--- src/rtl/branch_pc_ctrl_if.sv ---
// Handshake and PC-control bundle between the main FSM/datapath (master) and branch_pc_ctrl (slave).
// Carries the decoded instruction fields and ALU flags in, and the PC write controls and statistics out.
interface branch_pc_ctrl_if #(
  parameter int CNT_W = 16
);
  logic             start;
  logic [5:0]       opcode;
  logic [5:0]       funct;
  logic             zero_flag;
  logic             gt_flag;
  logic             busy;
  logic             done;
  logic             err;
  logic             alu_sub;
  logic [1:0]       pcwc_sel;
  logic             pc_write_cond;
  logic             pc_write;
  logic [1:0]       pc_source;
  logic             ra_write;
  logic             taken;
  logic [CNT_W-1:0] branch_count;
  logic [CNT_W-1:0] taken_count;

  modport master (
    output start, opcode, funct, zero_flag, gt_flag,
    input  busy, done, err, alu_sub, pcwc_sel, pc_write_cond, pc_write,
           pc_source, ra_write, taken, branch_count, taken_count
  );

  modport slave (
    input  start, opcode, funct, zero_flag, gt_flag,
    output busy, done, err, alu_sub, pcwc_sel, pc_write_cond, pc_write,
           pc_source, ra_write, taken, branch_count, taken_count
  );
endinterface

--- src/rtl/branch_pc_ctrl.sv ---
// PC-update sequencer for beq/bne/bgt/ble/j/jal/jr: one action cycle, then a done (or err) pulse.
// Latency start->done is 2 cycles; start is ignored while busy, so issue spacing is at least 3 cycles.
module branch_pc_ctrl #(
  parameter int CNT_W = 16
) (
  input logic             clk,
  input logic             reset,
  branch_pc_ctrl_if.slave bus
);

  typedef enum logic [2:0] {IDLE, COMPARE, JUMP, DONE, ERR} state_t;

  state_t           state, state_nxt;
  logic [1:0]       sel_q, src_q;
  logic             jal_q;
  logic             taken_q;
  logic [CNT_W-1:0] bc_q, tc_q;

  logic             is_branch, is_jump, dec_jal, cond;
  logic [1:0]       dec_sel, dec_src;

  logic             busy_o, done_o, err_o, alu_sub_o, pwc_o, pw_o, ra_o;
  logic [1:0]       pcwc_sel_o, pc_source_o;

  always_comb begin
    is_branch = 1'b0;
    is_jump   = 1'b0;
    dec_jal   = 1'b0;
    dec_sel   = 2'b00;
    dec_src   = 2'b00;
    case (bus.opcode)
      6'h04: begin is_branch = 1'b1; dec_sel = 2'b01; end
      6'h05: begin is_branch = 1'b1; dec_sel = 2'b00; end
      6'h07: begin is_branch = 1'b1; dec_sel = 2'b10; end
      6'h06: begin is_branch = 1'b1; dec_sel = 2'b11; end
      6'h02: begin is_jump = 1'b1; dec_src = 2'b10; end
      6'h03: begin is_jump = 1'b1; dec_src = 2'b10; dec_jal = 1'b1; end
      6'h00: begin
        if (bus.funct == 6'h08) begin
          is_jump = 1'b1;
          dec_src = 2'b11;
        end
      end
      default: ;
    endcase
  end

  always_ff @(posedge clk) begin
    if (reset) state <= IDLE;
    else       state <= state_nxt;
  end

  always_comb begin
    state_nxt = state;
    case (state)
      IDLE: begin
        if (bus.start) begin
          if (is_branch)    state_nxt = COMPARE;
          else if (is_jump) state_nxt = JUMP;
          else              state_nxt = ERR;
        end
      end
      COMPARE: state_nxt = DONE;
      JUMP:    state_nxt = DONE;
      DONE:    state_nxt = IDLE;
      ERR:     state_nxt = IDLE;
      default: state_nxt = IDLE;
    endcase
  end

  // Instruction fields are only captured on acceptance, so starts while busy cannot disturb them.
  always_ff @(posedge clk) begin
    if (reset) begin
      sel_q <= 2'b00;
      src_q <= 2'b00;
      jal_q <= 1'b0;
    end else if (state == IDLE && bus.start) begin
      sel_q <= dec_sel;
      src_q <= dec_src;
      jal_q <= dec_jal;
    end
  end

  always_comb begin
    case (sel_q)
      2'b00:   cond = ~bus.zero_flag;
      2'b01:   cond = bus.zero_flag;
      2'b10:   cond = bus.gt_flag;
      default: cond = bus.zero_flag | ~bus.gt_flag;
    endcase
  end

  always_ff @(posedge clk) begin
    if (reset) begin
      taken_q <= 1'b0;
      bc_q    <= '0;
      tc_q    <= '0;
    end else if (state == COMPARE) begin
      taken_q <= cond;
      if (bc_q != '1)         bc_q <= bc_q + 1'b1;
      if (cond && tc_q != '1) tc_q <= tc_q + 1'b1;
    end
  end

  always_comb begin
    busy_o      = (state != IDLE);
    done_o      = 1'b0;
    err_o       = 1'b0;
    alu_sub_o   = 1'b0;
    pwc_o       = 1'b0;
    pw_o        = 1'b0;
    ra_o        = 1'b0;
    pcwc_sel_o  = 2'b00;
    pc_source_o = 2'b00;
    case (state)
      COMPARE: begin
        alu_sub_o   = 1'b1;
        pwc_o       = 1'b1;
        pcwc_sel_o  = sel_q;
        pc_source_o = 2'b01;
      end
      JUMP: begin
        pw_o        = 1'b1;
        pc_source_o = src_q;
        ra_o        = jal_q;
      end
      DONE:    done_o = 1'b1;
      ERR:     err_o  = 1'b1;
      default: ;
    endcase
  end

  assign bus.busy          = busy_o;
  assign bus.done          = done_o;
  assign bus.err           = err_o;
  assign bus.alu_sub       = alu_sub_o;
  assign bus.pcwc_sel      = pcwc_sel_o;
  assign bus.pc_write_cond = pwc_o;
  assign bus.pc_write      = pw_o;
  assign bus.pc_source     = pc_source_o;
  assign bus.ra_write      = ra_o;
  assign bus.taken         = taken_q;
  assign bus.branch_count  = bc_q;
  assign bus.taken_count   = tc_q;

endmodule

--- src/flat_wrapper.sv ---
// flat-port wrapper written by rule: the top's interface ports become plain ports
module branch_pc_ctrl_flat 
#(
  parameter int CNT_W = 16
)
  (clk, reset, bus_start, bus_opcode, bus_funct, bus_zero_flag, bus_gt_flag, bus_busy, bus_done, bus_err, bus_alu_sub, bus_pcwc_sel, bus_pc_write_cond, bus_pc_write, bus_pc_source, bus_ra_write, bus_taken, bus_branch_count, bus_taken_count);
  branch_pc_ctrl_if #(.CNT_W(CNT_W)) bus_i ();
  input logic clk;
  input logic reset;
  input wire logic [$bits(bus_i.start)-1:0] bus_start;
  input wire logic [$bits(bus_i.opcode)-1:0] bus_opcode;
  input wire logic [$bits(bus_i.funct)-1:0] bus_funct;
  input wire logic [$bits(bus_i.zero_flag)-1:0] bus_zero_flag;
  input wire logic [$bits(bus_i.gt_flag)-1:0] bus_gt_flag;
  output wire logic [$bits(bus_i.busy)-1:0] bus_busy;
  output wire logic [$bits(bus_i.done)-1:0] bus_done;
  output wire logic [$bits(bus_i.err)-1:0] bus_err;
  output wire logic [$bits(bus_i.alu_sub)-1:0] bus_alu_sub;
  output wire logic [$bits(bus_i.pcwc_sel)-1:0] bus_pcwc_sel;
  output wire logic [$bits(bus_i.pc_write_cond)-1:0] bus_pc_write_cond;
  output wire logic [$bits(bus_i.pc_write)-1:0] bus_pc_write;
  output wire logic [$bits(bus_i.pc_source)-1:0] bus_pc_source;
  output wire logic [$bits(bus_i.ra_write)-1:0] bus_ra_write;
  output wire logic [$bits(bus_i.taken)-1:0] bus_taken;
  output wire logic [$bits(bus_i.branch_count)-1:0] bus_branch_count;
  output wire logic [$bits(bus_i.taken_count)-1:0] bus_taken_count;
  assign bus_i.start = bus_start;
  assign bus_i.opcode = bus_opcode;
  assign bus_i.funct = bus_funct;
  assign bus_i.zero_flag = bus_zero_flag;
  assign bus_i.gt_flag = bus_gt_flag;
  assign bus_busy = bus_i.busy;
  assign bus_done = bus_i.done;
  assign bus_err = bus_i.err;
  assign bus_alu_sub = bus_i.alu_sub;
  assign bus_pcwc_sel = bus_i.pcwc_sel;
  assign bus_pc_write_cond = bus_i.pc_write_cond;
  assign bus_pc_write = bus_i.pc_write;
  assign bus_pc_source = bus_i.pc_source;
  assign bus_ra_write = bus_i.ra_write;
  assign bus_taken = bus_i.taken;
  assign bus_branch_count = bus_i.branch_count;
  assign bus_taken_count = bus_i.taken_count;
  branch_pc_ctrl #(.CNT_W(CNT_W)) u_core (.clk(clk), .reset(reset), .bus(bus_i));
endmodule
--- config.mk ---
export PLATFORM = sky130hd
export DESIGN_NAME = branch_pc_ctrl_flat
export DESIGN_NICKNAME = d
export VERILOG_FILES = /design/src/rtl/branch_pc_ctrl_if.sv /design/src/rtl/branch_pc_ctrl.sv /design/src/flat_wrapper.sv
export SDC_FILE = /design/constraint.sdc
export NUM_CORES = 1
export LEC_CHECK = 0
export ABC_AREA = 1
export ABC_CLOCK_PERIOD_IN_PS = 1800
export BUFFER_PORTS_ARGS = -buffer_cell sky130_fd_sc_hd__buf_2
export CAP_MARGIN = 20
export CORE_ASPECT_RATIO = 0.7
export CORE_UTILIZATION = 53
export DETAILED_ROUTE_END_ITERATION = 10
export PLACE_DENSITY_LB_ADDON = 0.12
export SYNTH_ARGS = -nofsm -noshare
export SYNTH_HDL_FRONTEND = slang
export SYNTH_SLANG_ARGS = --single-unit
--- constraint.sdc ---
create_clock -name clk -period 1.8 [get_ports clk]
set_input_delay 0.09 -clock clk [delete_from_list [all_inputs] [get_ports clk]]
set_output_delay 0.09 -clock clk [all_outputs]
set_load 0.05 [all_outputs]
==> flow_summary.json <==
{
  "synth_compound_area_frac": 0.0954,
  "crit_start": "u_core.bus.taken_count[0]$_SDFFE_PP0P_",
  "path_cells": "ha_2 -> nand3_2 -> inv_2 -> nand2_2 -> nor2_2 -> nand2_4 -> nand2_8 -> nand2_1 -> a21oi_1",
  "leakage_nw": 1.26,
  "start_util": 0.551,
  "numCtsBuffers": 5,
  "wire_per_inst_um": 12.0,
  "status": "finished clean",
  "synth_top_family_by_area": "simple AND/OR/NAND/NOR gates",
  "maxCapViolations": 0,
  "r2r_cells": 9,
  "synth.cell_area_um2": 2390,
  "r2r-start": "u_core.bus.taken_count[0]$_SDFFE_PP0P_",
  "antenna_found_initial": 0,
  "grt_pass1_vias": 2099,
  "worstMarginPinSlew_ns": 0.535,
  "clock_skew_ns": 0.0103,
  "hold_class": "primary input to flop",
  "slew_violations": 0,
  "critPathLaunchType": "flop",
  "drt-initial-drc-count": 203,
  "final_nets": 473,
  "wl_mm": 6.14,
  "relSlewSlack": 0.641,
  "layout_min_cycle_time_ns": 1.69,
  "cts_tree": "yes",
  "synthMuxAreaShare": 0,
  "die_h_um": 58.1,
  "clock_latency_ns": 0.30,
  "synthCells": 382,
  "grt_pass1_wl_mm": 9.50,
  "setup-violations-final": 0,
  "max-vdd-ir-drop_uv": 407,
  "cts.htree.levels": 2,
  "yosysWarnings": 0,
  "post-dp-hpwl_mm": 4.59,
  "drc": 0,
  "p_per_area_nw_per_um2": 590,
  "dpl-instance-area_um2": 2820,
  "first_pass_iters": 5,
  "rows": 20,
  "design_area_um2": 2930,
  "worstHoldStart": "bus_opcode[0]",
  "r2r_end": "u_core.bus.taken_count[9]$_SDFFE_PP0P_",
  "drive_gt1_frac": 0.229,
  "cpPeakStageDelay_ns": 0.39,
  "endpoint": "u_core.bus.taken_count[9]$_SDFFE_PP0P_",
  "die_w_um": 82.2,
  "ctsRootBufferMaster": "clkbuf_8",
  "worstPathArrival_ns": 1.92,
  "syn_nets": 401,
  "ys_seq_area_frac": 0.344,
  "place_congestion": 0.855,
  "synth_cell_types": 29,
  "ff2ff_setup_slack_ns": 0.11,
  "hold_depth": 3,
  "power_mw": 1.73,
  "fmax_ghz": 0.591,
  "clk_pin_slew_ns": 0.08,
  "vias": 2663,
  "ys_seq_elements": 41,
  "critical_path_required_ns": 2.03,
  "clock_sinks": 41,
  "syn_to_final_growth_pct": 22.7,
  "postRouteAntennaNets": 0,
  "post_cts_buffers": 0,
  "pin_count": 61,
  "grt_usage": 0.261,
  "synthAdderAreaFrac": 0.0105,
  "slowest_stage": "dfxtp_2",
  "port_buffers": 60,
  "final.fill_count": 406,
  "vias_per_cell": 5.22,
  "fin_crit_sh": 0.940,
  "cts.path.max_buffers": 2,
  "avgSynthCellArea_um2": 6.25,
  "overflow": 0,
  "grt_max_degree": 31,
  "die_area_um2": 4780,
  "yosys.area_share.simple": 0.434,
  "core-area_um2": 4330,
  "finalHoldViolCount": 0,
  "critPathCaptureType": "flop",
  "synthXorXnorAreaFrac": 0.0367,
  "criticalPathCategory": "flop to flop",
  "insertedDiodeCount": 0,
  "critical_path_peak_fanout": 15
}
==> through the flow <==
stage	instances	setup TNS, ns	util	setup WS (ns)	hold slack, ns
6_report	510	0	0.676	0.109	0.0807
5_1_grt	510	-0.0890	0.676	-0.0231	0.0949
4_1_cts	510	0	0.671	0.0820	0.0740
3_5_place_dp	502	0	0.652	0.107	0.385
3_3_place_gp	502	0	0.652	0.155	0.385
2_1_floorplan	382	-0.928	-	-0.0902	0.252
==> final cells by class <==
cell class | count | area (um^2) | area share
sequential | 41 | 826 | 0.282
timing repair buffer | 73 | 398 | 0.136
clock buffer | 6 | 72.6 | 0.0248
multi-input combinational | 295 | 1410 | 0.482
clock inverter | 2 | 10.0 | 0.00342
inverter | 38 | 143 | 0.0487
tap | 55 | 68.8 | 0.0235
==> worst max-delay path: cells and delay by family, from the launching register on <==
kind | cells | cell delay (ns)
adders and majority gates | 1 | 0.23
and+or+nand+nor | 6 | 0.73
DFF | 1 | 0.39
buffers and inverters | 1 | 0.11
AOI/OAI and AO/OA | 1 | 0.14
==> registers in the layout (all words and copies together) (netlist names) <==
register and cells:
u_core.bus.branch_count 16, u_core.src_q 2, u_core.state 3, u_core.bus.taken 1, u_core.jal_q 1, u_core.sel_q 2, u_core.bus.taken_count 16
==> cells in the mapped netlist (all sizes together) <==
master / count / area share
o211ai: 1 / 0.0031
buf: 5 / 0.015
nand3: 28 / 0.061
nor3: 10 / 0.026
ha: 2 / 0.010
a31oi: 1 / 0.0026
inv: 38 / 0.060
a21oi: 29 / 0.061
dfxtp: 41 / 0.34
o32ai: 1 / 0.0037
nand2: 123 / 0.20
and3: 1 / 0.0026
o21ai: 12 / 0.025
nand4: 9 / 0.024
xor2: 4 / 0.015
nand3b: 4 / 0.013
xnor2: 6 / 0.022
clkbuf: 3 / 0.0047
nor2: 64 / 0.11
==> layout by cell type (no fill, tap or decap), types with 2 or more instances in the layout <==
master	instances
nand2_1	118
buf_2	60
nor2_1	56
dfxtp_1	37
inv_1	35
a21oi_1	29
nand3_1	27
buf_4	13
o21ai_0	11
nand4_1	9
nor3_1	8
nor2_2	6
xnor2_1	6
clkbuf_8	5
xor2_1	4
nand3b_1	4
dfxtp_2	4
inv_2	3
nand2_2	3
nor2_4	2
clkinv_2	2
==> worst min path at each step <==
stage and to:
6_report u_core.jal_q$_SDFFE_PP0P_, 5_1_grt u_core.jal_q$_SDFFE_PP0P_, 4_1_cts u_core.sel_q[1]$_SDFFE_PP0P_, 2_1_floorplan u_core.jal_q$_SDFFE_PP0P_
3_3_place_gp u_core.sel_q[1]$_SDFFE_PP0P_, 3_5_place_dp u_core.sel_q[1]$_SDFFE_PP0P_
==> cell families after synthesis <==
logic type | after synthesis
AND/OR/NAND/NOR | 239
buffers and inverters | 46
AO/OA/AOI/OAI | 44
flip-flops | 41
XOR/XNOR | 10
adder cells (fa/ha/maj) | 2
==> repair_timing <==
item	CTS	global route
resized for setup	0	7
hold buffers	0	0
setup endpoints to repair	0	26
==> power by group <==
part           switching, mW  internal (mW)
Combinational          0.147         0.0562
Clock                  0.324          0.269
Sequential            0.0129          0.918
==> routing by layer <==
layer / track usage / vias up / share of wire / wire length, um
met4: 0.0702 / 0 / 0.0090 / 55
met1: 0.396 / 1160 / 0.50 / 3060
met5: 0 / - / 0 / 0
met2: 0.373 / 126 / 0.41 / 2550
li1: - / 1371 / - / -
met3: 0.0472 / 6 / 0.078 / 476
Power figures use the tool's default switching activity.
